<file path="config.mk">
export PLATFORM = sky130hd
export DESIGN_NAME = mul_border_ctrl
export DESIGN_NICKNAME = d
export VERILOG_FILES = /design/src/rtl/mul_ctrl_pkg.sv /design/src/rtl/sat_acc_inc.sv /design/src/rtl/mul_border_ctrl.sv
export SDC_FILE = /design/constraint.sdc
export NUM_CORES = 1
export LEC_CHECK = 0
export ABC_AREA = 1
export BUFFER_PORTS_ARGS = -buffer_cell sky130_fd_sc_hd__buf_2
export CAP_MARGIN = 10
export CORE_MARGIN = 10
export CORE_UTILIZATION = 35
export CTS_CLUSTER_SIZE = 14
export DETAILED_ROUTE_END_ITERATION = 16
export SYNTH_ARGS = -nofsm -noshare
export SYNTH_HDL_FRONTEND = slang
export SYNTH_SLANG_ARGS = --single-unit
</file>
<file path="constraint.sdc">
create_clock -name clk -period 3 [get_ports clk]
set_input_delay 0.6 -clock clk [delete_from_list [all_inputs] [get_ports clk]]
set_output_delay 0.6 -clock clk [all_outputs]
set_load 0.005 [all_outputs]
</file>
<file path="src/rtl/mul_ctrl_pkg.sv">
// rtl/mul_ctrl_pkg.sv - shared types and constants for the border multiplier controller
// Purpose: controller state encoding, default widths and the RUN watchdog limit.
// Ports: none (package).
package mul_ctrl_pkg;

  typedef enum logic [1:0] {
    IDLE = 2'd0,
    LOAD = 2'd1,
    RUN  = 2'd2,
    OUT  = 2'd3
  } mul_ctrl_state_t;

  localparam int DEF_WIDTH = 8;
  localparam int DEF_ACC_W = 16;

  // Longest legal RUN phase in cycles for a given datapath width; one more
  // RUN cycle than this means the cell's activation stream is stuck.
  function automatic int wdog_limit(input int width);
    return 2 ** (width - 1);
  endfunction

endpackage

</file>
<file path="src/rtl/sat_acc_inc.sv">
// rtl/sat_acc_inc.sv - saturating unit-increment accumulator with sticky saturation flag
// Purpose: counts product bits for one dot-product group, clamping at all-ones.
// Ports:
//   clk, rst      clock, asynchronous active-high reset
//   clr           clear acc and sat (highest priority)
//   inc           add one to acc
//   sat_set       force the sticky saturation flag
//   acc [ACC_W]   accumulated value
//   sat           set once an increment was lost or sat_set was seen
module sat_acc_inc
  import mul_ctrl_pkg::*;
#(
  parameter int ACC_W = DEF_ACC_W
) (
  input  logic             clk,
  input  logic             rst,
  input  logic             clr,
  input  logic             inc,
  input  logic             sat_set,
  output logic [ACC_W-1:0] acc,
  output logic             sat
);

  always_ff @(posedge clk or posedge rst) begin
    if (rst) begin
      acc <= '0;
      sat <= 1'b0;
    end else if (clr) begin
      acc <= '0;
      sat <= 1'b0;
    end else begin
      if (inc) begin
        if (&acc) begin
          sat <= 1'b1;
        end else begin
          acc <= acc + 1'b1;
        end
      end
      if (sat_set) begin
        sat <= 1'b1;
      end
    end
  end

endmodule

</file>
<file path="src/rtl/mul_border_ctrl.sv">
// rtl/mul_border_ctrl.sv - sequencing controller for one unary-temporal border multiplier cell
// Purpose: accepts activation/weight pairs, loads them into the cell, counts product
//          bits during the activation stream and returns one saturated sum per group.
// Ports:
//   clk, rst                          clock, asynchronous active-high reset
//   in_valid/in_ready                 pair handshake; in_act, in_wgt, in_last pair data
//   abort                             synchronous cancel of the current group
//   mul_init, mul_clr                 load pulse and clear to the cell
//   mul_data_i, mul_data_w            operands to the cell
//   mul_o_bit, mul_i_bit_d            product bit and activation-active bit from the cell
//   out_valid/out_ready               result handshake; out_acc, out_sat result
module mul_border_ctrl
  import mul_ctrl_pkg::*;
#(
  parameter int WIDTH = DEF_WIDTH,
  parameter int ACC_W = DEF_ACC_W
) (
  input  logic             clk,
  input  logic             rst,
  input  logic             in_valid,
  output logic             in_ready,
  input  logic [WIDTH-2:0] in_act,
  input  logic [WIDTH-2:0] in_wgt,
  input  logic             in_last,
  input  logic             abort,
  output logic             mul_init,
  output logic             mul_clr,
  output logic [WIDTH-2:0] mul_data_i,
  output logic [WIDTH-2:0] mul_data_w,
  input  logic             mul_o_bit,
  input  logic             mul_i_bit_d,
  output logic             out_valid,
  input  logic             out_ready,
  output logic [ACC_W-1:0] out_acc,
  output logic             out_sat
);

  localparam int WDOG_CYCLES = wdog_limit(WIDTH);

  mul_ctrl_state_t  state_q, state_d;
  logic [WIDTH-2:0] act_q, wgt_q;
  logic             last_q;
  logic [WIDTH-1:0] run_cnt_q;
  logic             clr_q;
  logic             ready_q;

  logic accept, wdog_fire, pair_done, acc_inc, acc_clr;

  // ready_q keeps in_ready low while reset is held even though state is IDLE.
  assign in_ready  = ready_q && (state_q == IDLE);
  assign accept    = in_ready && in_valid && !abort;

  // run_cnt_q holds the number of RUN cycles already completed.
  assign wdog_fire = (state_q == RUN) && mul_i_bit_d && (run_cnt_q == WIDTH'(WDOG_CYCLES));
  assign pair_done = (state_q == RUN) && (!mul_i_bit_d || wdog_fire);

  assign acc_inc   = (state_q == RUN) && mul_i_bit_d && mul_o_bit && !wdog_fire;
  assign acc_clr   = abort || ((state_q == OUT) && out_ready);

  assign mul_init   = (state_q == LOAD);
  assign mul_data_i = (state_q == LOAD) ? act_q : '0;
  assign mul_data_w = wgt_q;
  assign mul_clr    = clr_q;
  assign out_valid  = (state_q == OUT);

  always_comb begin
    state_d = state_q;
    case (state_q)
      IDLE:    if (accept) state_d = LOAD;
      LOAD:    state_d = RUN;
      RUN:     if (pair_done) state_d = last_q ? OUT : IDLE;
      OUT:     if (out_ready) state_d = IDLE;
      default: state_d = IDLE;
    endcase
    if (abort) begin
      state_d = IDLE;
    end
  end

  always_ff @(posedge clk or posedge rst) begin
    if (rst) begin
      state_q   <= IDLE;
      act_q     <= '0;
      wgt_q     <= '0;
      last_q    <= 1'b0;
      run_cnt_q <= '0;
      clr_q     <= 1'b0;
      ready_q   <= 1'b0;
    end else begin
      state_q <= state_d;
      ready_q <= 1'b1;
      clr_q   <= abort || wdog_fire;
      if (accept) begin
        act_q  <= in_act;
        wgt_q  <= in_wgt;
        last_q <= in_last;
      end
      if ((state_q == RUN) && !pair_done) begin
        run_cnt_q <= run_cnt_q + 1'b1;
      end else begin
        run_cnt_q <= '0;
      end
    end
  end

  sat_acc_inc #(
    .ACC_W(ACC_W)
  ) u_acc (
    .clk     (clk),
    .rst     (rst),
    .clr     (acc_clr),
    .inc     (acc_inc),
    .sat_set (wdog_fire),
    .acc     (out_acc),
    .sat     (out_sat)
  );

endmodule
</file>
== Yosys cells after proc, flatten, opt, wreduce, memory -nomap -nowiden ==
Cells that the tools add are included.
Word-level totals
  word-level logic and storage cells: 59
  register bits after elaboration: 44
Cells by class
  eq/ne operators: 8
  mux-type cells: 15
  add/sub/neg operators: 2
  reductions and logical operators: 25
Operator list (count)
  $mux W16: 3
  $add A16 B1 Y16 const B: 1
  $reduce_and A16 Y1: 1
  $logic_and A1 B1 Y1: 10
  $mux W2: 5
  $add A8 B1 Y8 const B: 1
  $eq A8 B8 Y1 const B: 1
  $mux W8: 1
  $pmux W2 S4: 1
  $mux W7: 1
  $ne A3 B3 Y1 const B: 2
  $reduce_bool A3 Y1: 2
  $eq A2 B2 Y1 const B: 2
  $logic_not A1 Y1: 4
  $mux W1: 4
  $reduce_and A2 Y1: 2
  $logic_or A1 B1 Y1: 3
  $ne A3 B2 Y1 const B: 1
  $reduce_and A3 Y1: 1
  $eq A2 B1 Y1 const B: 1
  $logic_not A2 Y1: 1
  $ne A2 B2 Y1 const B: 1
  $reduce_bool A2 Y1: 1

== Depth between registers and ports, before layout ==
  depth in word-level cells: 8
  mapped depth: 10

== By module ==
A second synthesis with hierarchy kept.
Second synthesis, totals
  cell total of the unflattened synthesis: 314
  area, all modules: 2443.6 um2
Modules (own cells, without submodules)
  mul_border_ctrl: area an instance 1372.6 um2, instances 1, cells each 160, seq. area each 675.6 um2
  sat_acc_inc: area an instance 1071.0 um2, instances 1, cells each 154, seq. area each 425.4 um2

== Worst setup path after synthesis ==
OpenSTA, ideal clock, no wires.
  path kind: input to register
  start point: input abort
  end point: register u_acc.acc[2]
  setup time: 0.065 ns
  arrival time: 1.465 ns
  path buffers: 2
  cell stages on the path: 7
  slack: 1.470 ns
  cell sequence: buf_2 > inv_2 > o21ai_4 > inv_4 > clkbuf_1 > nand3_1 > nand2_2
On the way
  longest elaborated chain between the ends: 3
  elaborated cells on any way between the ends: 5
  those cells by class: eq/ne: 1; mux: 1; reduce/logical: 3
Ends and longest elaborated chain
  start, declared: RTL line mul_border_ctrl.sv:25  | input logic abort,
  $logic_or A1 B1 Y1 *: RTL line mul_border_ctrl.sv:58  | assign acc_clr = abort || ((state_q == OUT) && out_ready);
  $ne A2 B2 Y1 (no source line) or $reduce_bool A2 Y1 (tied branches)
  $reduce_and A2 Y1 (no source line)
  end signal, assigned: RTL line sat_acc_inc.sv:36  | acc <= acc + 1'b1;
  end, declared: RTL line sat_acc_inc.sv:20  | output logic [ACC_W-1:0] acc,
Every way passes the cells marked *; elsewhere a longest branch is shown, timed or not.
A chain may end at the register's enable or synchronous reset.

== Worst setup path in the final report ==
  start point: register state_q[0]
  end point: output mul_data_i[2]
On the way
  longest elaborated chain between the ends: 2
Ends and longest elaborated chain
  start, declared: RTL line mul_border_ctrl.sv:40  | mul_ctrl_state_t state_q, state_d;
  start signal, assigned: RTL line mul_border_ctrl.sv:90  | state_q <= state_d;
  $eq A2 B1 Y1: RTL line mul_border_ctrl.sv:61  | assign mul_data_i = (state_q == LOAD) ? act_q : '0;
  $mux W7: RTL line mul_border_ctrl.sv:61
  end, declared: RTL line mul_border_ctrl.sv:28  | output logic [WIDTH-2:0] mul_data_i,
Every way passes these cells.

==> key figures <==
STA
  – Hold Vio Cnt, Final: 0
  – Max Freq: 509.6 MHz
  – Max Clock Skew: approximately 0.012 ns
  – Slew Limit Fails: 0
  – Setup TNS: 0 ns
  – Setup-violating endpoint count in the final report: 0
  – Final min period: 1.962 ns
  – Share of the clock period used by the worst path after layout: roughly 65%
  – Setup repair after global routing missed its margin: false

Setup path
  – Required time at the endpoint of the critical path: 2.40 ns
  – Largest driver fanout on the critical path: 8
  – CP Data Arrival Time: approximately 1.4 ns
  – CP Launch Type: flip-flop
  – Element type at the critical path end: output pin
  – CP Class: flip-flop to output pin

Cells and area
  – Layout-stage area growth over the synthesis result: 19.43%
  – Layout Utilization: 43.53%
  – Fraction of final layout cells sized beyond drive strength 1: 27.60%
  – Final layout net count: about 400
  – # diodes: 0

Clocking
  – Source-to-sink clock delay at the later pin of the worst-skew pair: 0.31 ns
  – Clk pin slew, worst setup/hold paths: 0.09 ns
  – Number of buffers inserted by post-CTS setup repair: 0
  – Number of buffers inserted during clock tree synthesis: 5
  – # resized after CTS: 0
  – Sinks on the clock net: 44
  – Clock tree buffer depth: 2
  – Count of hold-fix buffers inserted at cts: 0
  – Clock Root Buffer: sky130_fd_sc_hd__clkbuf_8
  – Htree depth: 2
  – CTS tree: done

Logic synthesis
  – Post-synthesis share of cell area spent on full adders, half adders and majority gates: approximately 1.5%
  – Synth Area per Inst: 7.770 um^2
  – Ranking of synthesized cells by area: sky130_fd_sc_hd__dfrtp_1 44%, sky130_fd_sc_hd__nand2_1 12%, sky130_fd_sc_hd__inv_1 6.4%
  – Main combinational cell family by area after synthesis: simple AND/OR/NAND/NOR gates
  – Total standard cell area after synthesis: 2517 um^2
  – Seq/Total Area, Yosys: 43.74%
  – Area fraction in compound gates after synthesis: 5.318%
  – Synthesized-area fraction occupied by and/or/nand/nor cells: 37.18%
  – Count of mapped cells out of synthesis: 324
  – Cell types with the highest counts after synthesis: 78 x sky130_fd_sc_hd__nand2_1, 44 x sky130_fd_sc_hd__dfrtp_1, 43 x sky130_fd_sc_hd__inv_1, 36 x sky130_fd_sc_hd__nor2_1, 27 x sky130_fd_sc_hd__nand3_1
  – Leading area contributor after synthesis: sky130_fd_sc_hd__dfrtp_1
  – Commonest register cell after synthesis: sky130_fd_sc_hd__dfrtp_1
  – Ys async rst share: between 90% and 100%
  – FF+latch count, synth: 44
  – Most common cell in the netlist: sky130_fd_sc_hd__nand2_1
  – Fraction of post-synthesis cell area in the top cell type by area: roughly 44%
  – Yosys warning count: 0
  – Netlist cell types: 33
  – Post-synthesis mux area share: 0%
  – Number of nets produced by synthesis: 349
  – Fraction of synthesized cell area in xor and xnor cells: 2.783%
  – Number of flops mapped to enable cells by yosys: 0

GRT
  – Antenna violations before repair: 0
  – Grt ovf: 0
  – Global-route wire length before repair: just over 10000 um
  – GRT Util Overall: 11.00%
  – Via count of the first global-routing pass: 2108
  – Maximum number of pins on one net before global-route repair: 32

Status
  – Status: finished clean

Pwr
  – Part of the power in registers: 48.2%
  – Internal power summed over all cells: 1.072 mW
  – Part of the power in the clock network: a little under a third
  – Switch Pwr: ~0.47 mW
  – Switching part of the total power: 30.56%
  – Power per unit of standard cell area: 513.3 nW/um^2
  – VDD IR max: 0.0003404 V
  – Comb power frac: between 20% and 30%
  – Standby leakage power: 1.602 nW
  – Overall power after layout: 1.543 mW

Routing
  – TritonRoute pass-1 iters: 4
  – Detailed Route Iter0 Violations: 87
  – Final wirelength: 6013 um
  – Residual DRC count: 0
  – Post-DR vias/cell: 4.473
  – Count of nets left with antenna violations after detail routing: 0
  – Routed len/inst: about 13 um
  – Total vias in the final route: 2147

Placed design
  – HPWL after detailed placement: ~4600 um
  – Final RePlAce weighted congestion: 0.8356
  – Buffers on Ports: 56

Run
  – Max-cap violation count: 0

Floorplanning
  – I/O pin count: 57
  – Die width: 104.8 um
  – Core Box Area: 6907 um^2
  – Die span in y: 104.8 um
  – Die area: 10990 um^2
  – Effective utilization at floorplan: between 30% and 40%
  – Number of standard-cell rows in the floorplan: 30

Min path
  – Min-delay worst type: input pin to asynchronous set/reset pin
==> path summary, 6_finish.rpt <==
check                             start             to  slack, ns  cells past startpoint
min in group clk              in_wgt[4]  mul_data_w[4]       0.48                      3
max in group asynchronous           rst   run_cnt_q[1]       2.17                      4
setup reg to reg           u_acc.acc[0]  u_acc.acc[12]       1.28                      8
hold / removal                      rst  mul_data_w[4]       0.18                      2
hold reg to reg            run_cnt_q[0]   run_cnt_q[0]       0.49                      1
setup / recovery             state_q[0]  mul_data_i[2]       1.04                      5
==> placed cells by master, fill, tap and decap left out, drive strengths merged, types with 8 or more instances in the layout <==
| master | synthesis | routed |
|---|---|---|
| nand3 | 29 | 29 |
| dfrtp | 44 | 44 |
| buf | 5 | 58 |
| nand4 | 9 | 9 |
| xor2 | 8 | 8 |
| o21ai | 18 | 18 |
| nor2 | 43 | 43 |
| inv | 46 | 45 |
| nand2 | 101 | 101 |
==> area by class of cell <==
cell class | instances | area, um^2
Clock buffer | 5 | 68.82
Inverter | 47 | 180.2
Timing Repair Buffer | 58 | 307.8
Fill cell | 750 | 3900
Clock inverter | 3 | 47.55
Sequential cell | 44 | 1101
Tap cell | 96 | 120.1
Multi-Input combinational cell | 227 | 1181
==> per-layer routing <==
metal / up-vias / global-route usage, % / part of all wire (%)
li1: 1126 / - / -
met4: 0 / 3.824 / 1.5
met3: 5 / 3.256 / 4.2
met2: 43 / 17.08 / 47
met1: 973 / 14.17 / 47
met5: - / 0 / 0
==> cells by family after synthesis <==
| kind of cell | Yosys count |
|---|---|
| simple gates | 191 |
| buf+inv | 53 |
| flops | 44 |
| compound gates | 24 |
| xor+xnor | 8 |
| fa+ha+maj | 3 |
| other cells | 1 |
==> flip-flops by register name, indices dropped and copies added, names as in the netlist <==
register    count
u_acc.acc      16
run_cnt_q       8
act_q           7
mul_data_w      7
state_q         2
last_q          1
mul_clr         1
ready_q         1
u_acc.sat       1
==> worst max-delay path: stages (launching register included) <==
cell	delay, ns
sky130_fd_sc_hd__dfrtp_1	0.45
sky130_fd_sc_hd__inv_1	0.09
sky130_fd_sc_hd__nor2_1	0.12
sky130_fd_sc_hd__inv_1	0.14
sky130_fd_sc_hd__nor2_1	0.12
sky130_fd_sc_hd__buf_2	0.13
==> power groups by stage <==
stage / logic [mW] / clock network (mW) / registers, mW
floorplan: 0.206 / 0 / 0.748
CTS: 0.333 / 0.483 / 0.744
detailed placement: 0.335 / 0 / 0.751
global route: 0.379 / 0.510 / 0.757
global placement: 0.326 / 0 / 0.754
finish: 0.328 / 0.472 / 0.743
==> stage by stage <==
stage | hold WS, ns | setup WS (ns) | cell area [um^2] | cells
floorplan | 0.4546 | 1.369 | 2517 | 324
global placement | 0.4744 | 1.318 | 2870 | 471
detailed placement | 0.4781 | 1.284 | 2870 | 471
CTS | 0.4549 | 1.027 | 2987 | 479
global route | 0.1849 | 0.8975 | 3007 | 480
finish | 0.1793 | 1.038 | 3007 | 480
(Power assumes the default switching activity.)
